[src/rtl/ram_block_mover_if.sv]
// Command and RAM-side signal bundle for ram_block_mover.
// slave: the mover itself; master: whoever issues commands and owns the RAM.
interface ram_block_mover_if;
  logic        start;
  logic        op;
  logic [7:0]  src_addr;
  logic [7:0]  dst_addr;
  logic [8:0]  len;
  logic [31:0] fill_data;
  logic        busy;
  logic        done;
  logic [7:0]  ram_addr;
  logic [31:0] ram_din;
  logic        ram_rw;
  logic [31:0] ram_dout;
  logic [8:0]  words_done;

  modport slave (
    input  start, op, src_addr, dst_addr, len, fill_data, ram_dout,
    output busy, done, ram_addr, ram_din, ram_rw, words_done
  );

  modport master (
    output start, op, src_addr, dst_addr, len, fill_data, ram_dout,
    input  busy, done, ram_addr, ram_din, ram_rw, words_done
  );
endinterface

[src/rtl/ram_block_mover.sv]
// Block FILL / COPY engine driving a single-port RAM with one-cycle read latency.
// FILL writes one word per cycle; COPY uses read, wait, write (3 cycles per word),
// always in ascending address order so overlapping copies see earlier writes.
module ram_block_mover (
  input  logic             clk,
  input  logic             rst_n,
  ram_block_mover_if.slave bus
);

  typedef enum logic [2:0] {
    StIdle, StFillWr, StCpRd, StCpWait, StCpWr, StDone
  } state_e;

  state_e      state_q, state_d;
  logic        op_q;
  logic [7:0]  src_q;
  logic [7:0]  dst_q;
  logic [8:0]  len_q;
  logic [31:0] fill_q;
  logic [31:0] data_q;
  logic [8:0]  words_q;

  logic [8:0]  len_clamped;
  logic        accept;
  logic        wr_en;
  logic        last_word;
  logic [7:0]  idx;

  assign len_clamped = (bus.len > 9'd256) ? 9'd256 : bus.len;
  assign accept      = (state_q == StIdle) && bus.start;
  // The written-word count doubles as the word index; it never exceeds 255 while moving.
  assign idx         = words_q[7:0];
  assign last_word   = (words_q + 9'd1) == len_q;

  assign bus.busy       = (state_q != StIdle);
  assign bus.done       = (state_q == StDone);
  assign bus.words_done = words_q;

  // Next-state and RAM port drive; RAM idles in read with zero address/data.
  always_comb begin
    state_d      = state_q;
    wr_en        = 1'b0;
    bus.ram_addr = 8'd0;
    bus.ram_din  = 32'd0;
    bus.ram_rw   = 1'b1;
    unique case (state_q)
      StIdle: begin
        if (bus.start) begin
          if (len_clamped == 9'd0) state_d = StDone;
          else if (bus.op)         state_d = StCpRd;
          else                     state_d = StFillWr;
        end
      end
      StFillWr: begin
        bus.ram_addr = dst_q + idx;
        bus.ram_din  = fill_q;
        bus.ram_rw   = 1'b0;
        wr_en        = 1'b1;
        if (last_word) state_d = StDone;
      end
      StCpRd: begin
        bus.ram_addr = src_q + idx;
        state_d      = StCpWait;
      end
      StCpWait: begin
        bus.ram_addr = src_q + idx;
        state_d      = StCpWr;
      end
      StCpWr: begin
        bus.ram_addr = dst_q + idx;
        bus.ram_din  = data_q;
        bus.ram_rw   = 1'b0;
        wr_en        = 1'b1;
        state_d      = last_word ? StDone : StCpRd;
      end
      StDone: begin
        state_d = StIdle;
      end
      default: begin
        state_d = StIdle;
      end
    endcase
  end

  // State register.
  always_ff @(posedge clk or negedge rst_n) begin
    if (!rst_n) state_q <= StIdle;
    else        state_q <= state_d;
  end

  // Command latch; only an accepted start in IDLE updates it.
  always_ff @(posedge clk or negedge rst_n) begin
    if (!rst_n) begin
      op_q   <= 1'b0;
      src_q  <= 8'd0;
      dst_q  <= 8'd0;
      len_q  <= 9'd0;
      fill_q <= 32'd0;
    end else if (accept) begin
      op_q   <= bus.op;
      src_q  <= bus.src_addr;
      dst_q  <= bus.dst_addr;
      len_q  <= len_clamped;
      fill_q <= bus.fill_data;
    end
  end

  // Read data capture on the edge that ends CP_WAIT.
  always_ff @(posedge clk or negedge rst_n) begin
    if (!rst_n)                   data_q <= 32'd0;
    else if (state_q == StCpWait) data_q <= bus.ram_dout;
  end

  // Written-word counter: cleared on accept, bumped after each write cycle.
  always_ff @(posedge clk or negedge rst_n) begin
    if (!rst_n)      words_q <= 9'd0;
    else if (accept) words_q <= 9'd0;
    else if (wr_en)  words_q <= words_q + 9'd1;
  end

endmodule
[src/flat_wrapper.sv]
// flat-port wrapper written by rule: the top's interface ports become plain ports
module ram_block_mover_flat 
  (clk, rst_n, bus_start, bus_op, bus_src_addr, bus_dst_addr, bus_len, bus_fill_data, bus_ram_dout, bus_busy, bus_done, bus_ram_addr, bus_ram_din, bus_ram_rw, bus_words_done);
  ram_block_mover_if bus_i ();
  input  logic clk;
  input  logic rst_n;
  input wire logic [$bits(bus_i.start)-1:0] bus_start;
  input wire logic [$bits(bus_i.op)-1:0] bus_op;
  input wire logic [$bits(bus_i.src_addr)-1:0] bus_src_addr;
  input wire logic [$bits(bus_i.dst_addr)-1:0] bus_dst_addr;
  input wire logic [$bits(bus_i.len)-1:0] bus_len;
  input wire logic [$bits(bus_i.fill_data)-1:0] bus_fill_data;
  input wire logic [$bits(bus_i.ram_dout)-1:0] bus_ram_dout;
  output wire logic [$bits(bus_i.busy)-1:0] bus_busy;
  output wire logic [$bits(bus_i.done)-1:0] bus_done;
  output wire logic [$bits(bus_i.ram_addr)-1:0] bus_ram_addr;
  output wire logic [$bits(bus_i.ram_din)-1:0] bus_ram_din;
  output wire logic [$bits(bus_i.ram_rw)-1:0] bus_ram_rw;
  output wire logic [$bits(bus_i.words_done)-1:0] bus_words_done;
  assign bus_i.start = bus_start;
  assign bus_i.op = bus_op;
  assign bus_i.src_addr = bus_src_addr;
  assign bus_i.dst_addr = bus_dst_addr;
  assign bus_i.len = bus_len;
  assign bus_i.fill_data = bus_fill_data;
  assign bus_i.ram_dout = bus_ram_dout;
  assign bus_busy = bus_i.busy;
  assign bus_done = bus_i.done;
  assign bus_ram_addr = bus_i.ram_addr;
  assign bus_ram_din = bus_i.ram_din;
  assign bus_ram_rw = bus_i.ram_rw;
  assign bus_words_done = bus_i.words_done;
  ram_block_mover u_core (.clk(clk), .rst_n(rst_n), .bus(bus_i));
endmodule
[config.mk]
export PLATFORM = sky130hd
export DESIGN_NAME = ram_block_mover_flat
export DESIGN_NICKNAME = d
export VERILOG_FILES = /design/src/rtl/ram_block_mover_if.sv /design/src/rtl/ram_block_mover.sv /design/src/flat_wrapper.sv
export SDC_FILE = /design/constraint.sdc
export NUM_CORES = 1
export LEC_CHECK = 0
export CAP_MARGIN = 10
export CORE_ASPECT_RATIO = 1.75
export CORE_MARGIN = 4
export CORE_UTILIZATION = 48
export DETAILED_ROUTE_END_ITERATION = 16
export GPL_ROUTABILITY_DRIVEN = 0
export MAX_ROUTING_LAYER = met4
export PLACE_DENSITY = 0.81
export RECOVER_POWER = 25
export SETUP_SLACK_MARGIN = 0.4
export SYNTH_ARGS = -nofsm -noshare
export SYNTH_HDL_FRONTEND = slang
export SYNTH_SLANG_ARGS = --single-unit
export TNS_END_PERCENT = 30
[constraint.sdc]
create_clock -name clk -period 3.2 [get_ports clk]
set_input_delay 0.32 -clock clk [delete_from_list [all_inputs] [get_ports clk]]
set_output_delay 0.32 -clock clk [all_outputs]
set_load 0.02 [all_outputs]
==> out/results.md, run 1 <==
| Quantity | Value | Unit |
| --- | --- | --- |
| Avg Cell Area, Syn | 12.1 | um^2 |
| Total power consumption of the routed design | 7.57 | mW |
| Share of synthesized area occupied by flip-flops and latches | 0.511 | - |
| DP HPWL | 9.38 | mm |
| Max-slew violations | 65 | - |
| Area of the die | 12000 | um^2 |
| Placed Area | 6590 | um^2 |
| Growth of design area from synthesis to finish | 41.4 | % |
| Minimum clock period | 3.16 | ns |
| Top-level I/O count | 145 | - |
| Via count of the routed design | 3876 | - |
| Number of global-route vias before repair | 4303 | - |
| Buffering stage count on the worst path with inverters included | 2 | - |
| Final worst path period share | 0.988 | - |
| Synthesized netlist net count | 511 | - |
| Mapped cell area | 4940 | um^2 |
| Port-buffer cells | 144 | - |
| Pin count of the biggest net entering global routing | 66 | - |
| Clock latency at the later pin of the worst-skew pair | 0.34 | ns |
| Startpoint type of the worst setup path | flip-flop | - |
| Initial antenna violation count | 0 | - |
| Setup TNS after final layout | 0 | ns |
| Clock tree from TritonCTS | built | - |
| Per-cell via count in the routed design | 5.63 | - |
| Leakage power | 2.95 | nW |
| Pwr/cell area | 1080 | nW/um^2 |
| Share of layout cells above drive strength 1 | 0.266 | - |
| Post-route cell area | 6990 | um^2 |
| Final Util | 0.701 | - |
| Cell type with the largest total area after synthesis | dfrtp_1 | - |
| Cell with the biggest individual delay on the critical path | dfrtp_2 | - |
| Clk pin slew, worst setup/hold paths | 0.07 | ns |
| FMAX | 0.316 | GHz |
| Post-route DRC | 0 | - |
| Fraction of post-synthesis cell area in the top cell type by area | 0.511 | - |
| Library cell used as clock root buffer | clkbuf_16 | - |
| Number of sinks handled by clock tree synthesis | 101 | - |
| Sort of element at the end of the critical path | primary output | - |
| Clock Skews | 0.00475 | ns |
| Post-Route Hold Slack | 0.405 | ns |
| Global-route wire length before repair | 20.8 | mm |
| Reported max-cap violation count | 1 | - |
| Overflow left after global routing | 0 | - |
| Crit-path max cell delay | 0.45 | ns |
| Worst min path class | in2async | - |
| Hold violation total from the final report | 0 | - |
| Failing checks | max-capacitance violations, max-slew violations | - |
| Core area | 9970 | um^2 |
| Post-DRT Antenna Nets | 0 | - |
| Worst path arrival time | 2.84 | ns |
| Run status | complete, but fails checks | - |
| Routed wire length | 13.0 | mm |
| Number of endpoints failing setup at the final stage | 0 | - |
| Horizontal die dimension | 84.7 | um |
| Maximum buffer depth of the clock tree | 2 | - |
| Clock buffers created by TritonCTS | 9 | - |
| Routed wirelength normalized by instance count | 18.9 | um |
| VDD IR max | 0.878 | mV |
| Number of DRC markers after the initial detailed-route iteration | 142 | - |
| Yosys warning count | 0 | - |
| Total of flip-flops plus latches after synthesis | 101 | - |
| Number of levels in the clock H-tree | 3 | - |
| Number of detailed-routing iterations run before antenna repair | 4 | - |
| Synth unique cells | 45 | - |
| Number of standard-cell rows in the floorplan | 48 | - |
| Height of the die | 142 | um |
| Post-synthesis cell count | 409 | - |
| Number of diodes added for antenna fixing | 0 | - |
| Highest net fanout along the worst path | 4 | - |
| Setup repair after global routing missed its margin | yes | - |
| Max_slew headroom | -0.110 | - |
| Final net count | 661 | - |
| CP cell instances | nor3b_4 > nor2_4 > buf_4 > mux2_4 > ha_4 > a21o_1 > a21oi_2 > o22ai_2 > o41ai_2 > xnor2_1 > nor2_2 > buf_6 | - |
| Initial core utilization | 0.496 | - |
| Actual transition at the worst max-transition pin | 1.67 | ns |
| Most area-consuming cells after synthesis | dfrtp_1 (51%), mux2_2 (19%), a22o_1 (5.7%) | - |
| Required time worst endpoint | 2.88 | ns |
| Worst path top cell family by delay | compound AO/OA/AOI/OAI gates | - |
| Crit path kind | reg2out | - |
| Global Route Usage Sum | 0.224 | - |
==> repair_timing <==
| item | CTS | global route |
|---|---|---|
| setup buffers | 2 | 4 |
| hold buffers | 0 | 0 |
| endpoints found under the setup margin | 8 | 39 |
| pin swaps | 17 | 12 |
| resized for setup | 52 | 4 |
==> synth_stat cells (all sizes together) <==
master,number
nor2b,4
a21oi,3
a211oi,1
nand2b,8
clkbuf,10
o22a,1
nand3,8
or3,3
a21boi,2
a31oi,2
o41ai,4
nor3,7
a22oi,1
o211a,1
nor4,1
a22o,32
nand4b,1
xnor2,5
inv,8
or2,1
nor4b,1
nor2,16
a21o,1
o311ai,1
o21ai,25
dfrtp,101
and2,1
o22ai,2
ha,8
nand2,20
mux2,88
o31ai,2
nor3b,3
mux2i,1
and3,4
xor2,11
fa,1
buf,15
nand4,2
o211ai,3
==> routing by layer <==
metal | part of all wire | vias up | GRT usage
met1 | 0.36 | 1906 | 0.231
met3 | 0.063 | 31 | 0.0481
met2 | 0.55 | 146 | 0.405
li1 | - | 1793 | -
met4 | 0.032 | 0 | 0.0984
met5 | 0 | - | -
==> power breakdown <==
group | leakage (nW) | total [mW] | switching (mW) | internal (mW)
clock | 0.142 | 1.03 | 0.493 | 0.540
sequential | 1.21 | 2.29 | 0.401 | 1.89
combinational | 1.60 | 4.25 | 2.05 | 2.20
total | 2.95 | 7.57 | 2.94 | 4.63
==> logic make-up (layout without fill, tap and decap cells) <==
family	after synthesis	after routing	synth area share
buffers and inverters	33	188	0.0294
flip-flops	101	101	0.511
AND/OR/NAND/NOR	80	80	0.0861
adder cells (fa/ha/maj)	9	9	0.0243
multiplexers	89	89	0.203
XOR/XNOR	16	16	0.0284
AO/OA/AOI/OAI	81	81	0.118
==> registers in the layout, indices dropped and copies added (netlist names) <==
signal,cells
u_core.bus.words_done,9
u_core.data_q,32
u_core.dst_q,8
u_core.fill_q,32
u_core.len_q,9
u_core.src_q,8
u_core.state_q,3
==> stage by stage <==
stage               setup WS, ns  cells
floorplan                  0.174    409
global placement         -0.0891    667
detailed placement        -0.212    667
CTS                    -0.000355    685
global route             -0.0772    689
finish                    0.0395    689
==> worst paths after layout <==
kind | from | endpoint | slack (ns) | cells after the start
hold / removal | rst_n | u_core.fill_q[14]$_DFFE_PN0P_ | 0.40 | 1
setup / recovery | u_core.state_q[1]$_DFFE_PN0P_ | bus_ram_addr[7] | 0.04 | 12
min in group clk | u_core.len_q[0]$_DFFE_PN0P_ | u_core.len_q[0]$_DFFE_PN0P_ | 0.51 | 2
max in group asynchronous | rst_n | u_core.state_q[1]$_DFFE_PN0P_ | 1.69 | 1
hold reg to reg | u_core.len_q[0]$_DFFE_PN0P_ | u_core.len_q[0]$_DFFE_PN0P_ | 0.51 | 2
setup reg to reg | u_core.bus.words_done[0]$_DFFE_PN0P_ | u_core.state_q[2]$_DFFE_PN0P_ | 0.95 | 8
==> worst register-to-register path, delay by kind of cell, from the launching register on <==
| family | cells | cell delay, ns |
|---|---|---|
| compound gates | 3 | 0.54 |
| simple gates | 2 | 0.48 |
| flops | 1 | 0.43 |
| fa+ha+maj | 1 | 0.32 |
| xor+xnor | 1 | 0.20 |
| buf+inv | 1 | 0.19 |
==> final cells by class <==
| type | instances | area, um^2 |
|---|---|---|
| multi-input cells | 275 | 2390 |
| well taps | 125 | 156 |
| fillers | 739 | 2980 |
| inverters | 8 | 30.0 |
| flip-flops and latches | 101 | 2530 |
| repair buffers | 164 | 1610 |
| clock buffers | 9 | 225 |
| clock inverters | 7 | 56.3 |
==> layout by cell type (no fill, tap or decap), types with 3 or more instances in the layout <==
cell type	n
a22o_1	32
and3_1	4
buf_4	20
buf_6	4
clkbuf_16	9
clkdlybuf4s50_1	135
dfrtp_1	100
ha_1	4
ha_4	4
inv_1	7
inv_6	3
mux2_1	4
mux2_2	82
nand2_1	19
nand2b_1	8
nand3_1	8
nor2_1	14
nor2b_1	3
nor3_1	6
o211ai_1	3
o21ai_0	21
o41ai_1	3
or3_1	3
xnor2_1	5
xor2_1	11
Power figures use the tool's default switching activity.
==> inputs of run 2 (changes only) <==
CORE_UTILIZATION = 45   (was 48)
PLACE_DENSITY = 0.77   (was 0.81)
==> out/results.md, run 2 (synthesis gave the netlist of run 1 again) <==
| Quantity | Value | Unit |
| --- | --- | --- |
| Actual transition at the worst max-transition pin | 2.66 | ns |
| Required time worst endpoint | 2.88 | ns |
| Number of diodes added for antenna fixing | 0 | - |
| Clock buffers created by TritonCTS | 9 | - |
| Via count of the routed design | 3831 | - |
| Final net count | 659 | - |
| Hold violation total from the final report | 0 | - |
| Number of endpoints failing setup at the final stage | 0 | - |
| Number of DRC markers after the initial detailed-route iteration | 105 | - |
| Post-DRT Antenna Nets | 0 | - |
| Setup repair after global routing missed its margin | yes | - |
| Initial antenna violation count | 0 | - |
| Crit path kind | reg2out | - |
| Clock Skews | 0.00618 | ns |
| FMAX | 0.323 | GHz |
| Clock latency at the later pin of the worst-skew pair | 0.34 | ns |
| Reported max-cap violation count | 1 | - |
| Sort of element at the end of the critical path | primary output | - |
| Clk pin slew, worst setup/hold paths | 0.06 | ns |
| Clock tree from TritonCTS | built | - |
| Routed wire length | 13.0 | mm |
| Minimum clock period | 3.10 | ns |
| Library cell used as clock root buffer | clkbuf_16 | - |
| Crit-path max cell delay | 0.42 | ns |
| Per-cell via count in the routed design | 5.54 | - |
| Worst path arrival time | 2.78 | ns |
| Number of detailed-routing iterations run before antenna repair | 4 | - |
| Routed wirelength normalized by instance count | 18.8 | um |
| Total length of routed met2 wires | 7.43 | mm |
| Share of layout cells above drive strength 1 | 0.272 | - |
| Number of sinks handled by clock tree synthesis | 101 | - |
| Number of global-route vias before repair | 4302 | - |
| Highest metal layer with signal wires | met4 | - |
| Dpl cells | 670 | - |
| Top-level I/O count | 145 | - |
| Port-buffer cells | 144 | - |
| Pin count of the biggest net entering global routing | 54 | - |
| Failing checks | max-capacitance violations, max-slew violations | - |
| Global Route Usage Sum | 0.215 | - |
| Height of the die | 147 | um |
| Setup TNS after final layout | 0 | ns |
| Area of the die | 12800 | um^2 |
| Highest-count cells in the layout ignoring fill and taps | clkdlybuf4s50_1 (135), dfrtp_1 (100), mux2_2 (83) | - |
| Sum of met3 wire segment lengths after detailed routing | 540 | um |
| Growth of design area from synthesis to finish | 42.6 | % |
| Filler-free cell count of the finished design | 692 | - |
| Fillcell total | 825 | - |
| Core area | 10700 | um^2 |
| Top cell by count, worst path | buf_6 | - |
| Wl on met1 | 4.60 | mm |
| Highest net fanout along the worst path | 5 | - |
| Post-Route Hold Slack | 0.498 | ns |
| VDD IR max | 0.868 | mV |
| Hold buffer count at cts | 0 | - |
| DP HPWL | 9.44 | mm |
| Startpoint type of the worst setup path | flip-flop | - |
| Overflow left after global routing | 0 | - |
| CP cell instances | nor3b_4 > nor2_4 > buf_6 > mux2_2 > ha_1 > nor3_1 > nor2_1 > o41ai_4 > xnor2_1 > nor2_2 > buf_6 | - |
| Most common cell after layout, fill and taps aside | clkdlybuf4s50_1 | - |
| Cell with the biggest individual delay on the critical path | dfrtp_1 | - |
| Final worst path period share | 0.968 | - |
| Biggest registers after layout | u_core.data_q: 32 flops, u_core.fill_q: 32 flops | - |
| Initial core utilization | 0.462 | - |
| Leakage power | 2.96 | nW |
| Max_slew headroom | -0.776 | - |
| Post-route DRC | 0 | - |
| Max-slew violations | 49 | - |
| Global-route wire length before repair | 20.7 | mm |
| Maximum buffer depth of the clock tree | 2 | - |
| Horizontal die dimension | 87.2 | um |
| Worst min path class | reg2reg | - |
| Number of levels in the clock H-tree | 3 | - |
| Run status | complete, but fails checks | - |
| Number of standard-cell rows in the floorplan | 50 | - |
| Pwr/cell area | 1090 | nW/um^2 |
-- run 2: final timing paths --
| kind | endpoint | cells past startpoint | startpoint | slack, ns |
|---|---|---|---|---|
| hold / removal | u_core.len_q[0]$_DFFE_PN0P_ | 2 | u_core.len_q[0]$_DFFE_PN0P_ | 0.50 |
| max in group asynchronous | u_core.state_q[1]$_DFFE_PN0P_ | 1 | rst_n | 0.67 |
| setup reg to reg | u_core.state_q[2]$_DFFE_PN0P_ | 7 | u_core.bus.words_done[0]$_DFFE_PN0P_ | 1.00 |
| setup / recovery | bus_ram_addr[7] | 11 | u_core.state_q[2]$_DFFE_PN0P_ | 0.10 |
| min in group asynchronous | u_core.data_q[29]$_DFFE_PN0P_ | 1 | rst_n | 0.82 |
| hold reg to reg | u_core.len_q[0]$_DFFE_PN0P_ | 2 | u_core.len_q[0]$_DFFE_PN0P_ | 0.50 |
-- run 2: final cells by class --
class,instances,area [um^2],area share
Sequential cell,101,2530,0.359
Multi-Input combinational cell,275,2440,0.346
Timing Repair Buffer,162,1580,0.225
Clock buffer,11,243,0.0344
Tap cell,130,163,0.0231
Clock inverter,5,58.8,0.00835
Inverter,8,30.0,0.00426
-- run 2: what timing repair did --
item                                    CTS  global route
pin swaps                                12            10
endpoints found under the setup margin    7            12
setup buffers                             3             3
gates cloned                              0             0
gates resized for setup                  34            30
-- run 2: report_power, final --
| part | leakage [nW] | switching, mW | internal, mW |
|---|---|---|---|
| clock network | 0.142 | 0.465 | 0.629 |
| logic | 1.61 | 2.06 | 2.25 |
| registers | 1.21 | 0.410 | 1.89 |
| total | 2.96 | 2.94 | 4.77 |
-- run 2: metrics by stage --
stage / util / total power, mW / worst slack, ns / instance area (um^2)
floorplan: - / 4.81 / 0.174 / 5000
global placement: 0.615 / 6.21 / -0.102 / 6580
detailed placement: 0.615 / 6.35 / -0.242 / 6580
CTS: 0.653 / 7.60 / 0.0608 / 6980
global route: 0.659 / 8.20 / -0.0227 / 7050
finish: 0.659 / 7.71 / 0.102 / 7050
-- run 2: critical path: cells and delay by family (launching register included) --
| family | cells | cell delay [ns] |
|---|---|---|
| simple gates | 5 | 0.70 |
| fa+ha+maj | 1 | 0.36 |
| compound gates | 1 | 0.12 |
| mux | 1 | 0.35 |
| buf+inv | 2 | 0.28 |
| xor+xnor | 1 | 0.21 |
| flops | 1 | 0.42 |
-- run 2: per-layer routing --
| layer | up-vias | global-route usage |
|---|---|---|
| li1 | 1779 | - |
| met1 | 1905 | 0.217 |
| met2 | 121 | 0.389 |
| met3 | 26 | 0.0327 |
| met4 | 0 | 0.106 |
| met5 | - | - |
